--- src/rtl/ccc_ctrl_pkg.sv ---
// Shared types and CCC APB widths for the CCC/PLL reconfiguration controller.
package ccc_ctrl_pkg;

  localparam int ADDR_W = 6;
  localparam int DATA_W = 8;

  typedef enum logic [3:0] {
    ST_IDLE      = 4'd0,
    ST_PLL_RST   = 4'd1,
    ST_WAIT_BUSY = 4'd2,
    ST_SETUP     = 4'd3,
    ST_ACCESS    = 4'd4,
    ST_RELEASE   = 4'd5,
    ST_WAIT_LOCK = 4'd6,
    ST_LOCKED    = 4'd7,
    ST_FAIL      = 4'd8
  } state_e;

endpackage

--- src/rtl/ccc_lock_sync.sv ---
// Two-flop synchronizer bringing the asynchronous CCC LOCK into the PCLK domain.
module ccc_lock_sync (
  input  logic clk,
  input  logic rst_n,
  input  logic d,
  output logic q
);

  logic meta_q;
  logic sync_q;

  // Two-stage capture; output is the second stage only.
  always_ff @(posedge clk or negedge rst_n) begin
    if (!rst_n) begin
      meta_q <= 1'b0;
      sync_q <= 1'b0;
    end else begin
      meta_q <= d;
      sync_q <= meta_q;
    end
  end

  assign q = sync_q;

endmodule

--- src/rtl/ccc_reconfig_ctrl.sv ---
// CCC/PLL sequencer: PLL reset, APB table write into the CCC, lock qualification,
// runtime lock supervision and bounded retry on lock timeout.
module ccc_reconfig_ctrl
  import ccc_ctrl_pkg::*;
#(
  parameter  int NUM_REGS     = 8,
  parameter  int RST_CYCLES   = 16,
  parameter  int LOCK_STABLE  = 256,
  parameter  int LOCK_TIMEOUT = 65535,
  parameter  int MAX_RETRY    = 3,
  localparam int IDX_W        = (NUM_REGS > 1) ? $clog2(NUM_REGS) : 1
) (
  input  logic              PCLK,
  input  logic              PRESET_N,
  input  logic              recfg_req,
  output logic [IDX_W-1:0]  tbl_idx,
  input  logic [ADDR_W-1:0] tbl_addr,
  input  logic [DATA_W-1:0] tbl_data,
  input  logic              ccc_lock,
  input  logic              ccc_busy,
  output logic              ccc_psel,
  output logic              ccc_penable,
  output logic              ccc_pwrite,
  output logic [ADDR_W-1:0] ccc_paddr,
  output logic [DATA_W-1:0] ccc_pwdata,
  output logic              pll_arst_n,
  output logic              clk_ok,
  output logic              fab_rst_n,
  output logic              busy,
  output logic              lock_lost,
  output logic              fail
);

  localparam int RST_W  = $clog2(RST_CYCLES + 1);
  localparam int STAB_W = $clog2(LOCK_STABLE + 1);
  localparam int TO_W   = $clog2(LOCK_TIMEOUT + 1);
  localparam int RTY_W  = (MAX_RETRY > 0) ? $clog2(MAX_RETRY + 1) : 1;

  localparam logic [RST_W-1:0]  RST_LAST = RST_W'(RST_CYCLES - 1);
  localparam logic [STAB_W-1:0] STAB_MAX = STAB_W'(LOCK_STABLE);
  localparam logic [TO_W-1:0]   TO_MAX   = TO_W'(LOCK_TIMEOUT);
  localparam logic [RTY_W-1:0]  RTY_MAX  = RTY_W'(MAX_RETRY);
  localparam logic [IDX_W-1:0]  IDX_LAST = IDX_W'(NUM_REGS - 1);

  state_e            state_q, state_d;
  logic [RST_W-1:0]  rst_cnt_q, rst_cnt_d;
  logic [STAB_W-1:0] stab_q, stab_d;
  logic [TO_W-1:0]   to_q, to_d;
  logic [RTY_W-1:0]  retry_q, retry_d;
  logic [IDX_W-1:0]  tbl_idx_q, tbl_idx_d;
  logic              write_tbl_q, write_tbl_d;
  logic              lock_lost_q, lock_lost_d;
  logic              clk_ok_q, clk_ok_d;
  logic              fab_rst_n_q, fab_rst_n_d;
  logic              lock_s;
  logic              recfg_ok;

  ccc_lock_sync u_lock_sync (
    .clk   (PCLK),
    .rst_n (PRESET_N),
    .d     (ccc_lock),
    .q     (lock_s)
  );

  assign recfg_ok = recfg_req && ((state_q == ST_LOCKED) || (state_q == ST_FAIL));

  // Next-state, counters and sticky flags; counters idle at zero outside their state.
  always_comb begin
    state_d     = state_q;
    rst_cnt_d   = '0;
    stab_d      = '0;
    to_d        = '0;
    retry_d     = retry_q;
    tbl_idx_d   = tbl_idx_q;
    write_tbl_d = write_tbl_q;
    lock_lost_d = lock_lost_q;
    case (state_q)
      ST_PLL_RST: begin
        if (rst_cnt_q == RST_LAST) state_d = write_tbl_q ? ST_WAIT_BUSY : ST_RELEASE;
        else                       rst_cnt_d = rst_cnt_q + 1'b1;
      end
      ST_WAIT_BUSY: if (!ccc_busy) state_d = ST_SETUP;
      ST_SETUP:     state_d = ST_ACCESS;
      ST_ACCESS: begin
        if (tbl_idx_q == IDX_LAST) begin
          tbl_idx_d = '0;
          state_d   = ST_RELEASE;
        end else begin
          tbl_idx_d = tbl_idx_q + 1'b1;
          state_d   = ST_WAIT_BUSY;
        end
      end
      ST_RELEASE:   state_d = ST_WAIT_LOCK;
      ST_WAIT_LOCK: begin
        // A LOCK glitch restarts stability; the timeout keeps counting.
        stab_d = !lock_s ? '0 : ((stab_q == STAB_MAX) ? stab_q : stab_q + 1'b1);
        to_d   = (to_q == TO_MAX) ? to_q : to_q + 1'b1;
        if (stab_q == STAB_MAX) begin
          state_d = ST_LOCKED;
        end else if (to_q == TO_MAX) begin
          if (retry_q < RTY_MAX) begin
            retry_d = retry_q + 1'b1;
            state_d = ST_PLL_RST;
          end else begin
            state_d = ST_FAIL;
          end
        end
      end
      ST_LOCKED: begin
        if (!lock_s) begin
          lock_lost_d = 1'b1;
          state_d     = ST_WAIT_LOCK;
        end
      end
      ST_FAIL: state_d = ST_FAIL;
      ST_IDLE: state_d = ST_IDLE;
      default: state_d = ST_PLL_RST;
    endcase
    if (recfg_ok) begin
      write_tbl_d = 1'b1;
      retry_d     = '0;
      tbl_idx_d   = '0;
      lock_lost_d = 1'b0;
      state_d     = ST_PLL_RST;
    end
    clk_ok_d    = (state_d == ST_LOCKED);
    fab_rst_n_d = (state_d == ST_LOCKED);
  end

  // State and datapath registers; reset lands in PLL_RST with the table skipped.
  always_ff @(posedge PCLK or negedge PRESET_N) begin
    if (!PRESET_N) begin
      state_q     <= ST_PLL_RST;
      rst_cnt_q   <= '0;
      stab_q      <= '0;
      to_q        <= '0;
      retry_q     <= '0;
      tbl_idx_q   <= '0;
      write_tbl_q <= 1'b0;
      lock_lost_q <= 1'b0;
      clk_ok_q    <= 1'b0;
      fab_rst_n_q <= 1'b0;
    end else begin
      state_q     <= state_d;
      rst_cnt_q   <= rst_cnt_d;
      stab_q      <= stab_d;
      to_q        <= to_d;
      retry_q     <= retry_d;
      tbl_idx_q   <= tbl_idx_d;
      write_tbl_q <= write_tbl_d;
      lock_lost_q <= lock_lost_d;
      clk_ok_q    <= clk_ok_d;
      fab_rst_n_q <= fab_rst_n_d;
    end
  end

  // APB outputs decode straight from the state so reset drops them immediately.
  assign ccc_psel    = (state_q == ST_SETUP) || (state_q == ST_ACCESS);
  assign ccc_penable = (state_q == ST_ACCESS);
  assign ccc_pwrite  = ccc_psel;
  assign ccc_paddr   = ccc_psel ? tbl_addr : '0;
  assign ccc_pwdata  = ccc_psel ? tbl_data : '0;
  assign tbl_idx     = tbl_idx_q;

  assign pll_arst_n = !((state_q == ST_PLL_RST) || (state_q == ST_WAIT_BUSY) ||
                        (state_q == ST_SETUP)   || (state_q == ST_ACCESS));
  assign busy       = !((state_q == ST_IDLE) || (state_q == ST_LOCKED) || (state_q == ST_FAIL));
  assign fail       = (state_q == ST_FAIL);
  assign clk_ok     = clk_ok_q;
  assign fab_rst_n  = fab_rst_n_q;
  assign lock_lost  = lock_lost_q;

endmodule

--- config.mk ---
export PLATFORM = sky130hd
export DESIGN_NAME = ccc_reconfig_ctrl
export DESIGN_NICKNAME = d
export VERILOG_FILES = /design/src/rtl/ccc_ctrl_pkg.sv /design/src/rtl/ccc_lock_sync.sv /design/src/rtl/ccc_reconfig_ctrl.sv
export SDC_FILE = /design/constraint.sdc
export NUM_CORES = 1
export LEC_CHECK = 0
export ABC_AREA = 1
export CORE_UTILIZATION = 40
export CTS_BUF_LIST = sky130_fd_sc_hd__clkbuf_8
export CTS_CLUSTER_SIZE = 40
export DETAILED_ROUTE_END_ITERATION = 8
export GPL_TIMING_DRIVEN = 0
export PLACE_DENSITY = 0.66
export REMOVE_ABC_BUFFERS = 1
export SLEW_MARGIN = 20
export SYNTH_ARGS = -nofsm -noshare
export SYNTH_HDL_FRONTEND = slang
export SYNTH_HIERARCHICAL = 1
export SYNTH_SLANG_ARGS = --single-unit
--- constraint.sdc ---
create_clock -name PCLK -period 1.3 [get_ports PCLK]
set_input_delay 0.325 -clock PCLK [delete_from_list [all_inputs] [get_ports PCLK]]
set_output_delay 0.325 -clock PCLK [all_outputs]
set_load 0.005 [all_outputs]
# Word level (Yosys, flattened, before mapping)
# Cells that the tools add are included.
[word_totals]
ff_bits = 44
inputBits = 19
out_inout_bits = 26
[op_classes]
add_sub_neg = 5
order_cmp = 1
eq_ne = 17
mux = 30
reduce_logical = 18
[op_table]
columns = ["operator", "n"]
rows = [
  ["$pmux W4 S9", 1],
  ["$mux W16", 2],
  ["$mux W4", 7],
  ["$mux W9", 3],
  ["$eq A4 B3 Y1 const B", 5],
  ["$add A16 B1 Y16 const B", 1],
  ["$eq A16 B16 Y1 const B", 1],
  ["$mux W3", 5],
  ["$mux W2", 5],
  ["$mux W5", 2],
  ["$reduce_bool A2 Y1", 5],
  ["$add A9 B1 Y9 const B", 1],
  ["$eq A9 B9 Y1 const B", 1],
  ["$eq A4 B2 Y1 const B", 2],
  ["$mux W8", 1],
  ["$logic_or A1 B1 Y1", 7],
  ["$mux W6", 1],
  ["$ne A2 B2 Y1 const B", 3],
  ["$add A5 B1 Y5 const B", 1],
  ["$eq A5 B4 Y1 const B", 1],
  ["$eq A4 B1 Y1 const B", 1],
  ["$eq A4 B4 Y1 const B", 1],
  ["$logic_not A4 Y1", 1],
  ["$reduce_and A4 Y1", 1],
  ["other kinds (9)", 12],
]

# Longest topological paths before layout
[logic_depth]
ltp_word = 7
ltp_mapped = 11
ltp_nobuf = 11

# Cells and area by module
# The synthesis kept the hierarchy.
[modules_own_cells]
columns = ["mod", "instances", "cells_each", "area_per_inst_um2", "seq_area_each_um2"]
rows = [
  ["ccc_reconfig_ctrl", 1, 325, 2498.6, 1052.3],
  ["ccc_lock_sync", 1, 2, 50.0, 50.0],
]

# Worst setup path after synthesis
# OpenSTA, ideal clock, no wires.
[synth_timing]
path_kind = "flip-flop to output port"
from = "reg state_q[1]"
to = "out ccc_paddr[2]"
arrival_time_ns = 1.190
required_time_ns = 0.975
slack_ns = -0.215
path_stages_with_launch = 7
n_path_buf = 1
cell_sequence = "dfrtp_1 nor2_2 nand2_1 nand2_1 inv_1 buf_2 nor2_1"
[synth_via]
elab_chain_len = 3
elab_cells_between_ends = 4
[synth_lines]
columns = ["item", "line_no", "rtl"]
rows = [
  ["start, declared", "ccc_reconfig_ctrl.sv:45", "state_e state_q, state_d;"],
  ["start signal, assigned", "ccc_reconfig_ctrl.sv:144", "state_q <= state_d;"],
  ["$eq A4 B2 Y1 / $eq A4 B3 Y1 (equally long branches)", "ccc_reconfig_ctrl.sv:158", "assign ccc_psel = (state_q == ST_SETUP) || (state_q == ST_ACCESS);"],
  ["$logic_or A1 B1 Y1 (*)", "ccc_reconfig_ctrl.sv:158", ""],
  ["via ccc_psel", "ccc_reconfig_ctrl.sv:21", "output logic ccc_psel,"],
  ["$mux W6 (*)", "ccc_reconfig_ctrl.sv:161", "assign ccc_paddr = ccc_psel ? tbl_addr : '0;"],
  ["end, declared", "ccc_reconfig_ctrl.sv:24", "output logic [ADDR_W-1:0] ccc_paddr,"],
]
# Mark *: on every way through the listed nets, which the timed path passes. The rest lies on a longest branch.

# Worst setup path after layout
[layout_timing]
from = "reg state_q[0]"
to = "out ccc_paddr[2]"
[layout_via]
elab_chain_len = 3
elab_cells_between_ends = 4
[layout_lines]
columns = ["item", "line_no"]
rows = [
  ["$eq A4 B2 Y1 / $eq A4 B3 Y1 (equally long branches)", "ccc_reconfig_ctrl.sv:158"],
  ["$logic_or A1 B1 Y1 (*)", "ccc_reconfig_ctrl.sv:158"],
  ["$mux W6 (*)", "ccc_reconfig_ctrl.sv:161"],
]
# Mark *: on every way between the ends. The rest lies on a longest branch, timed or not.

==> impl_metrics.toml <==
[place]
io_buffers = 44
place_congestion = 0.799
dp_hpwl_um = 4020
post-place-cells = 442

[setup_path]
crit_arrival_ps = 1750
path_cells = "nand2_2 -> inv_2 -> nand2_2 -> nand2_4 -> clkinvlp_4 -> buf_6 -> buf_6 -> nor2_1 -> buf_2"
worstPathMaxFanout = 6
crit_required_ps = 980
start_kind = "register"
worstSetupStartpoint = "state_q[0]$_DFF_PN1_"
slowest_stage = "dfstp_2"
worst_path_largest_cell_delay_ps = 560
criticalPathCategory = "register to output pin"
r2r-start = "state_q[0]$_DFF_PN1_"
timing.critical_path.buf_inv = 5
path_delay_family = "buffers and inverters"
end_kind = "output pin"

[synth]
syn_inst = 327
ys_seq_area_frac = 0.432
ys_ff_latch = 44
avgSynthCellArea_um2 = 7.79
synth_cell_type_count = 36
yosysWarnings = 6
synth_area_um2 = 2550

[global_route]
grtUsageTotal = 0.208
antenna_found_initial = 0
grt_pass1_wl_um = 10500
grt_max_degree = 29
grt_pass1_vias = 2381
grt_overflow_total = 0

[die]
die_area_um2 = 6700
row_count = 28
start_util = 0.423
die_x_um = 81.8
ioPinCount = 45
core_region_area_um2 = 6030
die_h_um = 81.8

[clocking]
cts_tree = "built"
htreeDepth = 2
path_clk_slew_ps = 100
root_buffer = "clkbuf_8"
numClockSinks = 44
cts_buffers = 5
ctsLongestPathBuffers = 2
clock_latency_ps = 310

[power]
design_power_total_uw = 5490
power_density_nw_per_um2 = 1360
vdd_drop_max_v = 0.000858
leakage_uw = 0.00193

[sta]
fmax_mhz = 483
setup_viol = 60
worst_pin_slew_ps = 394
timing.final.crit_share = 1.59
slew_headroom = 0.737
rsz0062_at_grt = "yes"
worst_slack_ps = -772
hold_viol = 0
period_needed_ps = 2070
skew_ps = 15.2
maxSlewViolCount = 0

[routing]
detail_route.vias_per_cell = 5.02
vias = 2561
dr.pass1.iters = 5
drtIter0Drc = 148
drc_errors = 0
wl_um = 7120
wire_per_inst_um = 14.0
ant_nets = 0

[cells_and_area]
drive_gt1_frac = 0.448
fillers = 447
fin_cells = 510
syn_to_final_growth_pct = 57.9
antenna_cells = 0
nets = 460

[status]
violations = "setup timing"
status = "finished with violations"

[run]
drv_cap = 0

[min_path]
min_path_type = "register to register"
hp-start = "u_lock_sync/meta_q$_DFF_PN0_"
## through the flow
stage                     cell area (µm²)  setup TNS, ps  setup WS, ps   util  hold WS [ps]
after floorplan                      2510          -4630          -206      -          29.4
after global placement               3040         -81170         -1340  0.505           333
after global routing                 4030         -27930          -856  0.668           373
after detailed placement             3060         -23510          -805  0.507           275
after CTS                            3720         -20190          -726  0.617           362
final                                4030         -24080          -772  0.668           358
## cells in the final DEF (no fill, tap or decap), types with 5 or more instances in the layout
master	instances
o21ai_0	5
nor2_1	39
inv_1	49
buf_2	18
nor3_2	6
clkdlybuf4s50_1	17
inv_2	6
clkdlybuf4s15_1	5
nand3_2	6
clkbuf_8	5
buf_4	32
buf_6	24
nand2_2	18
nand3_1	15
nor2_2	6
nor3_1	5
ha_1	5
o21ai_2	9
a21oi_1	5
nand2_1	39
dfrtp_1	40
nor2_4	14
a21oi_2	5
## flip-flops by register name, summed over array words and instances, names as in the netlist
| name | cells |
|---|---|
| fab_rst_n | 1 |
| lock_lost | 1 |
| retry_q | 2 |
| rst_cnt_q | 5 |
| stab_q | 9 |
| state_q | 4 |
| tbl_idx | 3 |
| to_q | 16 |
| u_lock_sync/meta_q | 1 |
| u_lock_sync/q | 1 |
| write_tbl_q | 1 |
## cells in the mapped netlist (all sizes together)
library cell	instances	area [µm²]
a211oi	2	15.0
a31oi	3	18.8
nor3	12	60.1
o21ai	18	105
nand3b	2	15.0
nand3	22	115
a31o	1	8.76
inv	61	229
nor2	60	294
a21oi	12	63.8
nand4	5	52.6
dfstp	1	26.3
ha	7	87.6
dfrtp	43	1080
or2	1	6.26
nand2	61	234
buf	5	42.5
xor2	5	43.8
a21boi	2	22.5
o31ai	1	7.51
xnor2	1	8.76
and2	1	8.76
o211ai	1	7.51
## power by group
part / internal (µW) / switching (µW)
sequential: 1530 / 128
combinational: 1450 / 1280
clock: 579 / 525
total: 3560 / 1930
## layout make-up
cell class | count | area (µm²) | share of cell area
well taps | 75 | 93.8 | 0.0233
inverters | 61 | 258 | 0.0640
clock buffers | 5 | 68.8 | 0.0171
repair buffers | 104 | 921 | 0.229
flip-flops and latches | 44 | 1110 | 0.275
clock inverters | 3 | 46.3 | 0.0115
repair inverters | 1 | 7.51 | 0.00187
multi-input cells | 217 | 1520 | 0.379
## per-layer routing
metal | vias up | global-route usage | part of all wire
met5 | - | 0 | 0
met4 | 0 | 0.0912 | 0.022
met3 | 19 | 0.0478 | 0.042
met2 | 76 | 0.346 | 0.51
met1 | 1223 | 0.256 | 0.42
li1 | 1243 | - | -
## worst reg2reg max path: stages, from the launching register on
cell	delay (ps)
dfstp_2	560
buf_6	110
nor2_4	40
buf_6	120
buf_6	110
nand2_4	70
nor2_4	40
buf_6	120
o21ai_4	240
buf_6	170
nand3_2	80
nor2_2	100
## worst paths after layout
check	slack, ps	to	depth (start not counted)
max	-770	ccc_paddr[2]	9
min	360	u_lock_sync/q$_DFF_PN0_	0
max reg2reg	-530	fab_rst_n$_DFF_PN0_	11
min reg2reg	360	u_lock_sync/q$_DFF_PN0_	0
max in group asynchronous	290	state_q[0]$_DFF_PN1_	3
min in group asynchronous	460	retry_q[1]$_DFFE_PN0P_	2
## logic make-up (layout without fill, tap and decap cells)
logic type | after synthesis | count (layout) | synth area share
AOI/OAI and AO/OA | 40 | 40 | 0.0977
xor gates and xnor gates | 6 | 6 | 0.0206
adders and majority gates | 7 | 7 | 0.0344
buffers and inverters | 66 | 174 | 0.107
DFF | 44 | 44 | 0.432
and+or+nand+nor | 164 | 164 | 0.308
## repair_timing
action / in CTS / in global routing
gates resized for setup: 165 / 74
buffers inserted: 46 / 17
hold buffers: 1 / 0
setup endpoints to repair: 63 / 66
gates cloned: 1 / 0
pin swaps: 27 / 26
endpoints found under the hold margin: 16 / 0
Note: power is estimated with default switching activity, not from simulation.
